==> src/rtl/dispatch_sequencer_if.sv <==
// Handshake bundle between the drain controller (master) and dispatch_sequencer (slave):
// job start/accumulate, dispatcher count/shouldAdd and the write-back valid/ready channel.
interface dispatch_sequencer_if #(
    parameter int N     = 4,
    parameter int CNT_W = 6,
    parameter int AW    = 4
);
    logic                start;
    logic                accumulate;
    logic                out_ready;
    logic [CNT_W-1:0]    count;
    logic                should_add;
    logic                busy;
    logic                done;
    logic                wb_valid;
    logic [2:0]          wb_diag;
    logic [N-1:0]        wb_lane_mask;
    logic [N*AW-1:0]     wb_addr;

    modport master (
        output start, accumulate, out_ready,
        input  count, should_add, busy, done, wb_valid, wb_diag, wb_lane_mask, wb_addr
    );

    modport slave (
        input  start, accumulate, out_ready,
        output count, should_add, busy, done, wb_valid, wb_diag, wb_lane_mask, wb_addr
    );
endinterface

==> src/rtl/dispatch_sequencer.sv <==
// Sequences one 4x4 diagonal drain: issues diagonals 1..7 to the dispatcher and presents each
// registered diagonal (lane mask + flat addresses) to the write-back consumer via valid/ready.
module dispatch_sequencer #(
    parameter int N     = 4,
    parameter int CNT_W = 6,
    parameter int AW    = 4
) (
    input  logic                 clk,
    input  logic                 rst_n,
    dispatch_sequencer_if.slave  bus
);
    localparam logic [2:0] LAST_DIAG = 3'(2 * N - 1);

    typedef enum logic [1:0] {
        S_IDLE  = 2'd0,
        S_RUN   = 2'd1,
        S_DRAIN = 2'd2
    } state_t;

    state_t              state_q, state_d;
    logic [2:0]          k_q;
    logic                wb_valid_q;
    logic [2:0]          wb_diag_q;
    logic [N-1:0]        wb_mask_q;
    logic [N*AW-1:0]     wb_addr_q;
    logic                should_add_q;
    logic                busy_q;
    logic                done_q;

    logic                issue;
    logic                wb_fire;
    logic [CNT_W-1:0]    count_o;
    logic [N-1:0]        lane_mask_d;
    logic [N*AW-1:0]     lane_addr_d;

    assign wb_fire = wb_valid_q && bus.out_ready;

    // Lane map for the diagonal about to be issued; it is registered alongside wb_diag.
    for (genvar gi = 0; gi < N; gi++) begin : g_lane
        logic          v;
        logic [AW-1:0] a;
        always_comb begin
            v = 1'b0;
            a = '0;
            if (int'(k_q) <= N) begin
                if (gi + 1 <= int'(k_q)) begin
                    v = 1'b1;
                    a = AW'(gi * N + int'(k_q) - gi - 1);
                end
            end else if (gi + 1 <= 2 * N - int'(k_q)) begin
                v = 1'b1;
                a = AW'((int'(k_q) - N + gi) * N + N - gi - 1);
            end
        end
        assign lane_mask_d[gi]           = v;
        assign lane_addr_d[gi*AW +: AW]  = a;
    end

    always_ff @(posedge clk) begin
        if (!rst_n) begin
            state_q <= S_IDLE;
        end else begin
            state_q <= state_d;
        end
    end

    always_comb begin
        state_d = state_q;
        case (state_q)
            S_IDLE:  if (bus.start) state_d = S_RUN;
            S_RUN:   if (issue && (k_q == LAST_DIAG)) state_d = S_DRAIN;
            S_DRAIN: if (wb_fire) state_d = S_IDLE;
            default: state_d = S_IDLE;
        endcase
    end

    // count is combinational so a stalled consumer freezes the dispatcher registers too.
    always_comb begin
        issue   = (state_q == S_RUN) && (!wb_valid_q || bus.out_ready);
        count_o = issue ? CNT_W'(k_q) : '0;
    end

    always_ff @(posedge clk) begin
        if (!rst_n) begin
            k_q          <= 3'd0;
            wb_valid_q   <= 1'b0;
            wb_diag_q    <= 3'd0;
            wb_mask_q    <= '0;
            wb_addr_q    <= '0;
            should_add_q <= 1'b0;
            busy_q       <= 1'b0;
            done_q       <= 1'b0;
        end else begin
            done_q <= 1'b0;
            if ((state_q == S_IDLE) && bus.start) begin
                should_add_q <= bus.accumulate;
                k_q          <= 3'd1;
                busy_q       <= 1'b1;
            end
            if (issue) begin
                wb_valid_q <= 1'b1;
                wb_diag_q  <= k_q;
                wb_mask_q  <= lane_mask_d;
                wb_addr_q  <= lane_addr_d;
                k_q        <= k_q + 3'd1;
            end else if (wb_fire) begin
                wb_valid_q <= 1'b0;
            end
            if ((state_q == S_DRAIN) && wb_fire) begin
                busy_q       <= 1'b0;
                done_q       <= 1'b1;
                should_add_q <= 1'b0;
            end
        end
    end

    assign bus.count        = count_o;
    assign bus.should_add   = should_add_q;
    assign bus.busy         = busy_q;
    assign bus.done         = done_q;
    assign bus.wb_valid     = wb_valid_q;
    assign bus.wb_diag      = wb_diag_q;
    assign bus.wb_lane_mask = wb_mask_q;
    assign bus.wb_addr      = wb_addr_q;
endmodule

==> src/flat_wrapper.sv <==
// flat-port wrapper written by rule: the top's interface ports become plain ports
module dispatch_sequencer_flat 
#(
    parameter int N     = 4,
    parameter int CNT_W = 6,
    parameter int AW    = 4
)
  (clk, rst_n, bus_start, bus_accumulate, bus_out_ready, bus_count, bus_should_add, bus_busy, bus_done, bus_wb_valid, bus_wb_diag, bus_wb_lane_mask, bus_wb_addr);
  dispatch_sequencer_if #(.N(N), .CNT_W(CNT_W), .AW(AW)) bus_i ();
  input  logic clk;
  input  logic rst_n;
  input wire logic [$bits(bus_i.start)-1:0] bus_start;
  input wire logic [$bits(bus_i.accumulate)-1:0] bus_accumulate;
  input wire logic [$bits(bus_i.out_ready)-1:0] bus_out_ready;
  output wire logic [$bits(bus_i.count)-1:0] bus_count;
  output wire logic [$bits(bus_i.should_add)-1:0] bus_should_add;
  output wire logic [$bits(bus_i.busy)-1:0] bus_busy;
  output wire logic [$bits(bus_i.done)-1:0] bus_done;
  output wire logic [$bits(bus_i.wb_valid)-1:0] bus_wb_valid;
  output wire logic [$bits(bus_i.wb_diag)-1:0] bus_wb_diag;
  output wire logic [$bits(bus_i.wb_lane_mask)-1:0] bus_wb_lane_mask;
  output wire logic [$bits(bus_i.wb_addr)-1:0] bus_wb_addr;
  assign bus_i.start = bus_start;
  assign bus_i.accumulate = bus_accumulate;
  assign bus_i.out_ready = bus_out_ready;
  assign bus_count = bus_i.count;
  assign bus_should_add = bus_i.should_add;
  assign bus_busy = bus_i.busy;
  assign bus_done = bus_i.done;
  assign bus_wb_valid = bus_i.wb_valid;
  assign bus_wb_diag = bus_i.wb_diag;
  assign bus_wb_lane_mask = bus_i.wb_lane_mask;
  assign bus_wb_addr = bus_i.wb_addr;
  dispatch_sequencer #(.N(N), .CNT_W(CNT_W), .AW(AW)) u_core (.clk(clk), .rst_n(rst_n), .bus(bus_i));
endmodule
==> config.mk <==
export PLATFORM = sky130hd
export DESIGN_NAME = dispatch_sequencer_flat
export DESIGN_NICKNAME = d
export VERILOG_FILES = /design/src/rtl/dispatch_sequencer_if.sv /design/src/rtl/dispatch_sequencer.sv /design/src/flat_wrapper.sv
export SDC_FILE = /design/constraint.sdc
export NUM_CORES = 1
export LEC_CHECK = 0
export ABC_CLOCK_PERIOD_IN_PS = 1600
export CAP_MARGIN = 20
export CORE_ASPECT_RATIO = 0.8
export CORE_MARGIN = 2
export CORE_UTILIZATION = 44
export CTS_CLUSTER_SIZE = 8
export DETAILED_ROUTE_END_ITERATION = 10
export GPL_TIMING_DRIVEN = 0
export PLACE_DENSITY_LB_ADDON = 0.05
export SLEW_MARGIN = 20
export SYNTH_ARGS = -nofsm -noshare
export SYNTH_HDL_FRONTEND = slang
export SYNTH_SLANG_ARGS = --single-unit
export TNS_END_PERCENT = 20
==> constraint.sdc <==
create_clock -name clk -period 1.6 [get_ports clk]
set_input_delay 0.32 -clock clk [delete_from_list [all_inputs] [get_ports clk]]
set_output_delay 0.32 -clock clk [all_outputs]
set_load 0.05 [all_outputs]
# Word level (Yosys, flattened, before mapping)
# Cells that the tools add are included.
[totals]
register_bits = 32
inputBits = 5
out_inout_bits = 33
elab_cells = 98
[op_classes]
n_addsub = 27
n_lt_le_gt_ge = 9
eq_ne = 6
n_mux = 34
bitwise = 1
n_reduce_logical = 12
[op_table]
columns = ["cell", "n"]
rows = [
  ["$le 3x32->1 const A", 2],
  ["$mux 4", 12],
  ["$sub 4x2->4 const B", 9],
  ["$le 2x32->1 const A", 1],
  ["$le 4x32->1 const A", 1],
  ["$add 4x4->4 const B", 4],
  ["$sub 4x3->4 const B", 4],
  ["$mux 1", 15],
  ["$mux 3", 3],
  ["$add 4x3->4 const A", 2],
  ["$le 2x3->1 const A", 2],
  ["$mux 2", 3],
  ["$pmux 2 s3", 1],
  ["$logic_and 1x1->1", 5],
  ["$sub 4x3->5 const A", 1],
  ["$add 2x2->2 const B", 2],
  ["$add 3x3->4 const A", 1],
  ["$ne 2x1->1 const B", 2],
  ["$reduce_bool 2->1", 2],
  ["$sub 3x1->4 const B", 1],
  ["$add 3x1->3 const B", 1],
  ["$eq 3x3->1 const B", 1],
  ["$le 1x3->1 const A", 1],
  ["$le 3x3->1 const A", 1],
  ["12 further kinds", 12],
]

# Depth between registers and ports, before layout
# Gate-level depths: netlist (run 1).
[depth]
word_depth = 7
mapped_depth = 6
ltp_nobuf = 6

# Worst setup path before layout (run 1)
# OpenSTA, ideal clock, no wires.
[synth_path]
path_type = "register to register"
start = "reg u_core.k_q[0]"
end = "reg u_core.wb_addr_q[1] (netlist: u_core.bus.wb_addr[1])"
setup_ns = 0.091
arrival_time_ns = 1.672
required_time_ns = 1.509
slack_ns = -0.163
path_stages_with_launch = 7
n_path_buf = 0
period_less_slack_ns = 1.763
path_cell_list = "dfxtp_1 > inv_1 > ha_1 > ha_1 > nor3_1 > or3_4 > a311oi_1"
[synth_between]
elab_chain_cells = 4
word_cells_on_any_way = 8
classes_between = "add/sub (2); order compare (3); mux (3)"
[synth_rtl]
columns = ["item", "line_no", "source"]
rows = [
  ["from (decl)", "dispatch_sequencer.sv:21", "logic [2:0] k_q;"],
  ["from (signal assigned)", "dispatch_sequencer.sv:105", "k_q <= k_q + 3'd1;"],
  ["$sub 4x3->5", "dispatch_sequencer.sv:50", "end else if (gi + 1 <= 2 * N - int'(k_q)) begin"],
  ["$le 2x32->1", "dispatch_sequencer.sv:50", ""],
  ["$mux 4", "dispatch_sequencer.sv:50", ""],
  ["$mux 4 *", "dispatch_sequencer.sv:45", "if (int'(k_q) <= N) begin"],
  ["to (signal assigned)", "dispatch_sequencer.sv:104", "wb_addr_q <= lane_addr_d;"],
  ["to (decl)", "dispatch_sequencer.sv:25", "logic [N*AW-1:0] wb_addr_q;"],
]
# Mark *: on every way between the ends. The rest lies on a longest branch, timed or not.
# A chain may end at the register's enable or synchronous reset.

# Final worst setup path (run 1)
[layout_path]
start = "reg u_core.state_q[0]"
end = "out bus_count[0]"
[layout_between]
elab_chain_cells = 3
[layout_rtl]
columns = ["item", "line_no", "source"]
rows = [
  ["from (decl)", "dispatch_sequencer.sv:20", "state_t state_q, state_d;"],
  ["from (signal assigned)", "dispatch_sequencer.sv:63", "state_q <= state_d;"],
  ["$eq 2x1->1", "dispatch_sequencer.sv:79", "issue = (state_q == S_RUN) && (!wb_valid_q || bus.out_ready);"],
  ["$logic_and 1x1->1", "dispatch_sequencer.sv:79", ""],
  ["$mux 3", "dispatch_sequencer.sv:80", "count_o = issue ? CNT_W'(k_q) : '0;"],
  ["to (decl)", "flat_wrapper.sv:15", "output wire logic [$bits(bus_i.count)-1:0] bus_count;"],
]
# No other way between the ends.

==> results of run 1 <==
[routing by layer]
metal | up-vias | GRT usage
met5 | - | 0
met4 | 0 | 0.0809
met3 | 6 | 0.0504
met2 | 51 | 0.327
met1 | 753 | 0.290
li1 | 769 | -
[area by class of cell]
| class | count | area (sq um) |
|---|---|---|
| Tap cell | 42 | 52.6 |
| Multi-Input combinational cell | 123 | 925 |
| Sequential cell | 32 | 656 |
| Clock buffer | 6 | 72.6 |
| Clock inverter | 2 | 35.0 |
| Inverter | 8 | 38.8 |
| Timing Repair Buffer | 45 | 404 |
| Buffer | 19 | 156 |
| Fill cell | 292 | 1110 |
[per-stage QoR]
step | power [W] | hold slack [ns] | TNS (ns)
6_report | 0.00215 | 0.446 | -0.111
5_1_grt | 0.00224 | 0.471 | -0.436
4_1_cts | 0.00213 | 0.444 | -0.129
3_5_place_dp | 0.00134 | 0.440 | -7.44
3_3_place_gp | 0.00134 | 0.430 | -7.47
2_1_floorplan | 0.00121 | 0.441 | -0.0653
[power groups by stage]
stage               Sequential [W]  Combinational [W]  Clock, W
floorplan                 0.000982           0.000228         0
global placement          0.000875           0.000461         0
detailed placement        0.000877           0.000464         0
CTS                       0.000853           0.000504  0.000770
global route              0.000859           0.000573  0.000804
finish                    0.000856           0.000539  0.000760
[flip-flops by register name, indices dropped and copies added (netlist names)]
name                     count
u_core.bus.wb_addr          16
u_core.bus.wb_lane_mask      4
u_core.bus.wb_diag           3
u_core.k_q                   3
u_core.state_q               2
u_core.bus.busy              1
u_core.bus.done              1
u_core.bus.should_add        1
u_core.bus.wb_valid          1
[critical path, stage by stage (launching register included)]
cell and delay, ns:
sky130_fd_sc_hd__dfxtp_2 0.32, sky130_fd_sc_hd__nor2b_1 0.12, sky130_fd_sc_hd__buf_4 0.15, sky130_fd_sc_hd__buf_8 0.13, sky130_fd_sc_hd__nand3_4 0.10, sky130_fd_sc_hd__clkinvlp_4 0.09, sky130_fd_sc_hd__buf_8 0.15
[synthesized netlist by cell type, drive strengths merged, types with 2 or more instances]
master	number	area [sq um]
o21ai	12	60.1
a311oi	9	78.8
nand3b	2	15.0
o21bai	2	15.0
ha	7	87.6
nand2b	4	25.0
nor2b	5	31.3
inv	8	30.0
clkbuf	4	16.3
nor2	7	26.3
and3	3	18.8
nand2	4	15.0
buf	16	106
o31ai	2	20.0
or3	4	30.0
nor3b	2	20.0
a211oi	2	15.0
o211ai	4	30.0
nand3	7	35.0
o2111ai	6	52.6
a21oi	26	130
dfxtp	32	641
[cell families (layout without fill, tap and decap cells)]
family          Yosys count  in the layout  synth area share
compound gates           67             67             0.273
flops                    32             32             0.400
simple gates             44             44             0.162
fa+ha+maj                 7              7            0.0547
other cells               1              3           0.00234
buf+inv                  28             80            0.0953
mux                       2              2            0.0133
[timing repair]
| action | 4_1_cts | 5_1_grt |
|---|---|---|
| pin swaps | 7 | 4 |
| resized for setup | 82 | 8 |
| endpoints found under the setup margin | 40 | 11 |
| gates cloned | 0 | 0 |
| endpoints found under the hold margin | 0 | 0 |
| setup buffers | 6 | 5 |
[worst max-delay path by stage]
stage | startpoint | endpoint | slack, ns | cells after the start
2_1_floorplan | u_core.k_q[0]$_SDFFE_PN0P_ | u_core.bus.wb_addr[1]$_SDFFE_PN0N_ | -0.03 | 6
3_3_place_gp | bus_out_ready | bus_count[0] | -1.20 | 7
3_5_place_dp | bus_out_ready | bus_count[0] | -1.19 | 7
4_1_cts | u_core.state_q[0]$_SDFFE_PN0P_ | bus_count[0] | -0.1 | 6
5_1_grt | u_core.state_q[0]$_SDFFE_PN0P_ | bus_count[0] | -0.10 | 6
6_report | u_core.state_q[0]$_SDFFE_PN0P_ | bus_count[0] | -0.06 | 6
==> flow_metrics.py, run 1 <==
metrics = {
    "yosys": {
        "synth_enable_flop_cells": 0,
        "synth_cell_type_count": 44,
        "number_of_register_bits_inferred_by_synthesis": 32,
        "postSynthAreaPerCell_sq_um": 8.85,
        "syn_area_sq_um": 1600,
        "synth_top_flop_cell": "sky130_fd_sc_hd__dfxtp_1",
        "yosysWarnings": 0,
        "syn-instance-count": 181,
        "synth_async_sr_flop_share": 0,
        "yosysSeqAreaShare": 0.400,
    },
    "route": {
        "drtAntennaViolNets": 0,
        "highest_layer": "met4",
        "number_of_vias_per_cell": 5.70,
        "totalWireLength_um": 4270,
        "wl_met3_um": 261,
        "wirelength_met1_um": 1990,
        "drt_drc_violations_left": 0,
        "num_vias": 1579,
        "drtPass1Iterations": 4,
        "wl_per_cell_um": 15.4,
        "drt-initial-drc-count": 82,
        "wl_met2_um": 1960,
    },
    "min_path": {
        "min_path_type": "flip-flop to flip-flop",
        "holdCritStartpoint": "u_core.bus.busy$_SDFFE_PP0P_",
        "hold-path-cell-count": 2,
        "hold_path_end": "u_core.bus.busy$_SDFFE_PP0P_",
    },
    "pwr": {
        "worst_ir_drop_vdd_uv": 590,
        "switching_power_w": 0.000664,
        "p_int_w": 0.00149,
        "cellLeakagePower_nw": 1.02,
        "p_seq_frac": 0.397,
        "sw_frac_of_total": 0.308,
        "comb_power_share": 0.250,
        "power_density_nw_per_um2": 921,
        "power_frac_clock": 0.353,
    },
    "cells_and_area": {
        "layout-area-overhead-vs-synth_pct": 46.1,
        "final_layout_size_suffix_gt1_frac": 0.281,
        "most_frequent_cells_in_the_layout": "27 x sky130_fd_sc_hd__dlygate4sd2_1, 26 x sky130_fd_sc_hd__a21oi_1, 26 x sky130_fd_sc_hd__dfxtp_1",
        "most_common_cell_after_layout_fill_and_taps_aside": "sky130_fd_sc_hd__dlygate4sd2_1",
        "final_nets": 246,
        "post-route-util": 0.679,
        "finish.instance_area_sq_um": 2340,
        "insertedDiodeCount": 0,
        "final_cell_count_no_fill": 277,
    },
    "clock_network": {
        "clk_latency_ns": 0.28,
        "cts_buffers": 5,
        "cts_tree": "built",
        "root_buffer_selected_by_cts": "sky130_fd_sc_hd__clkbuf_8",
        "bufs_on_longest_clock_path": 2,
        "cts_max_level": 2,
        "holdBufCountCts": 0,
        "clk_transition_reported_paths_ns": 0.07,
        "clock_sink_count": 32,
    },
    "global_routing": {
        "overflow_left_after_global_routing": 0,
        "grt_max_degree": 11,
        "grt_pass1_vias": 1483,
        "grt_antenna_before_repair": 0,
        "grt_pass1_wl_um": 6840,
        "overall_track_demand_over_capacity_in_global_routing": 0.212,
    },
    "sta": {
        "post-route-worst-setup-slack_ns": -0.0647,
        "worst-slew-pin-transition_ns": 0.551,
        "setup_viol": 5,
        "upper_clock_frequency_limit_mhz": 601,
        "rsz0062_at_grt": "true",
        "slew_headroom": 0.633,
        "timing.final.crit_period_ns": 1.66,
        "report.final.slew_viol_count": 0,
        "hold_violations": 0,
        "final.setup_skew_ns": 0.00976,
        "timing.final.crit_share": 1.04,
    },
    "floorplanning": {
        "floorplan.initialDensity": 0.465,
        "coreArea_sq_um": 3450,
        "top_ports": 38,
        "die_x_um": 71.5,
        "core.rowCount": 19,
        "die-height_um": 58.0,
        "die_area_sq_um": 4140,
    },
    "critical_path": {
        "critical_path_required_ns": 1.28,
        "worstSetupPathType": "flip-flop to output pin",
        "critical_path.startpoint_type": "flip-flop",
        "setup.worst_path.end_class": "output pin",
        "regToRegSetupSlack_ns": 0,
        "critPathMaxFanout": 6,
        "worst_r2r_startpoint": "u_core.k_q[0]$_SDFFE_PN0P_",
        "crit-reg2reg-capture": "u_core.bus.wb_lane_mask[0]$_SDFFE_PN0N_",
        "r2r_cells": 6,
        "cp.arrival_ns": 1.34,
    },
    "placement": {
        "gpl.final_weighted_congestion": 0.810,
        "dp.cells": 259,
        "dp_worst_setup_slack_ns": -1.19,
        "buffer_ports.inserted": 34,
        "post-dp-hpwl_um": 2760,
        "dpl-instance-area_sq_um": 2030,
    },
    "outcome": {
        "violated_checks": "setup timing",
        "outcome": "complete, but fails checks",
    },
    "job": {
        "cap_violations": 0,
    },
}
(Power assumes the default switching activity.)
==> run 2: changes to the inputs <==
ABC_CLOCK_PERIOD_IN_PS = 2000   (was 1600)
CORE_UTILIZATION = 45   (was 44)
DONT_BUFFER_PORTS = 1   (was unset)
clock period = 2 ns   (was 1.6 ns; I/O delays follow)
==> flow_metrics.py, run 2 (synthesized netlist as in run 1, its figures left out) <==
metrics = {
    "clock_network": {
        "holdBufCountCts": 0,
        "root_buffer_selected_by_cts": "sky130_fd_sc_hd__clkbuf_8",
        "clk_latency_ns": 0.29,
        "cts_max_level": 2,
        "cts_buffers": 5,
        "bufs_on_longest_clock_path": 2,
        "clk_transition_reported_paths_ns": 0.07,
        "clock_sink_count": 32,
        "cts_tree": "built",
    },
    "sta": {
        "timing.final.crit_share": 0.964,
        "post-route-worst-setup-slack_ns": 0.0720,
        "upper_clock_frequency_limit_mhz": 519,
        "hold_violations": 0,
        "setup_viol": 0,
        "timing.final.crit_period_ns": 1.93,
        "worst-slew-pin-transition_ns": 0.528,
        "slew_headroom": 0.648,
        "rsz0062_at_grt": "true",
        "final.setup_skew_ns": 0.00864,
        "report.final.slew_viol_count": 0,
    },
    "placement": {
        "gpl.final_weighted_congestion": 0.815,
        "dpl-instance-area_sq_um": 1660,
        "dp_worst_setup_slack_ns": 0.00473,
        "post-dp-hpwl_um": 2860,
        "buffer_ports.inserted": 0,
        "dp.cells": 225,
    },
    "critical_path": {
        "cp.arrival_ns": 1.53,
        "critical_path_required_ns": 1.60,
        "crit-reg2reg-capture": "u_core.bus.wb_lane_mask[0]$_SDFFE_PN0N_",
        "crit_path_end": "bus_count[2]",
        "startpoint": "u_core.bus.wb_valid$_SDFFE_PN0P_",
        "setup.worst_path.end_class": "output pin",
        "r2r_cells": 6,
        "critical_path.startpoint_type": "flip-flop",
        "critPathMaxFanout": 10,
        "regToRegSetupSlack_ns": 0.15,
        "worst_r2r_startpoint": "u_core.k_q[0]$_SDFFE_PN0P_",
        "worstSetupPathType": "flip-flop to output pin",
    },
    "cells_and_area": {
        "layout-area-overhead-vs-synth_pct": 14.1,
        "flip_flop_count_of_the_largest_register_after_layout": 16,
        "finish.instance_area_sq_um": 1830,
        "post-route-util": 0.534,
        "final_cell_count_no_fill": 233,
        "most_common_cell_after_layout_fill_and_taps_aside": "sky130_fd_sc_hd__dfxtp_1",
        "fill_cell_total_of_the_finished_layout": 337,
        "final_layout_size_suffix_gt1_frac": 0.220,
        "most_frequent_cells_in_the_layout": "29 x sky130_fd_sc_hd__dfxtp_1, 26 x sky130_fd_sc_hd__a21oi_1, 11 x sky130_fd_sc_hd__o21ai_0",
        "final_nets": 202,
        "insertedDiodeCount": 0,
    },
    "pwr": {
        "totalPowerFinal_w": 0.00162,
        "cellLeakagePower_nw": 0.675,
        "power_density_nw_per_um2": 887,
        "p_int_w": 0.00112,
        "comb_power_share": 0.146,
        "sw_frac_of_total": 0.308,
        "p_seq_frac": 0.480,
        "power_frac_clock": 0.374,
        "switching_power_w": 0.000499,
        "worst_ir_drop_vdd_uv": 470,
    },
    "min_path": {
        "hold-path-cell-count": 1,
        "min_path_type": "input port to flip-flop",
    },
    "route": {
        "num_vias": 1384,
        "drtAntennaViolNets": 0,
        "drt_drc_violations_left": 0,
        "drt-initial-drc-count": 55,
        "drtPass1Iterations": 4,
        "wl_per_cell_um": 16.7,
        "totalWireLength_um": 3890,
        "number_of_vias_per_cell": 5.94,
    },
    "floorplanning": {
        "core.rowCount": 19,
        "die_x_um": 70.7,
        "coreArea_sq_um": 3420,
        "top_ports": 38,
        "floorplan.initialDensity": 0.468,
        "die-height_um": 57.4,
        "die_area_sq_um": 4060,
    },
    "outcome": {
        "outcome": "complete, no violations",
    },
    "global_routing": {
        "grt_pass1_vias": 1307,
        "grt_antenna_before_repair": 0,
        "overflow_left_after_global_routing": 0,
        "grt_max_degree": 11,
        "overall_track_demand_over_capacity_in_global_routing": 0.203,
        "grt_pass1_wl_um": 6440,
    },
    "job": {
        "cap_violations": 0,
    },
}
==> run 2: cell count changes in the layout (fill, tap and decap cells not counted), sizes merged <==
cell           change
buf               -14
clkbuf             +1
clkdlybuf4s15      -1
clkdlybuf4s50      -3
clkinvlp           +2
dlygate4sd2       -27
inv                -2
==> run 2: worst min path at each step <==
stage                              startpoint                        endpoint  slack, ns
4_1_cts                                 rst_n      u_core.k_q[0]$_SDFFE_PN0P_       0.23
5_1_grt                                 rst_n      u_core.k_q[0]$_SDFFE_PN0P_       0.23
3_3_place_gp   u_core.state_q[1]$_SDFFE_PN0P_  u_core.state_q[0]$_SDFFE_PN0P_       0.46
2_1_floorplan  u_core.state_q[1]$_SDFFE_PN0P_  u_core.state_q[0]$_SDFFE_PN0P_       0.44
3_5_place_dp   u_core.state_q[1]$_SDFFE_PN0P_  u_core.state_q[0]$_SDFFE_PN0P_       0.48
6_report                                rst_n      u_core.k_q[0]$_SDFFE_PN0P_       0.23
==> run 2: layer usage <==
layer	track usage	vias to the layer above	share of wire	wire length (um)
li1	-	678	-	-
met1	0.270	662	0.48	1880
met2	0.303	37	0.44	1720
met3	0.0671	7	0.056	218
met4	0.0863	0	0.018	68
met5	0	-	0	0
==> run 2: power by group through the flow <==
stage               Clock, W  Combinational, W  Sequential [W]
finish              0.000607          0.000236        0.000778
global route        0.000645          0.000260        0.000782
CTS                 0.000622          0.000226        0.000777
detailed placement         0          0.000222        0.000792
global placement           0          0.000219        0.000790
floorplan                  0          0.000177        0.000785
==> run 2: final cells by class <==
type                    instances  area (sq um)  area share
plain buffers                  20           128      0.0699
clock buffers                   6          72.6      0.0397
clock inverters                 2          35.0      0.0192
inverters                       8          41.3      0.0226
multi-input cells             123           851       0.466
flip-flops and latches         32           647       0.354
well taps                      42          52.6      0.0288
==> run 2: critical path, cell delays in order, from the launching register on <==
cell and delay [ns]:
sky130_fd_sc_hd__dfxtp_4 0.46, sky130_fd_sc_hd__nand2b_1 0.07, sky130_fd_sc_hd__buf_2 0.16, sky130_fd_sc_hd__buf_4 0.18
sky130_fd_sc_hd__nand3_2 0.11, sky130_fd_sc_hd__clkinvlp_4 0.25
==> run 2: through the flow <==
stage	hold WS (ns)	setup TNS [ns]
after floorplan	0.441	0
after global placement	0.458	0
after detailed placement	0.479	0
after CTS	0.226	-0.0521
after global routing	0.229	-0.0120
final	0.231	0
==> run 2: timing repair <==
action                     4_1_cts  5_1_grt
gates resized for setup          7       10
setup endpoints to repair        4        9
gates cloned                     0        0
pin swaps                        0        0
buffers inserted                 0        0
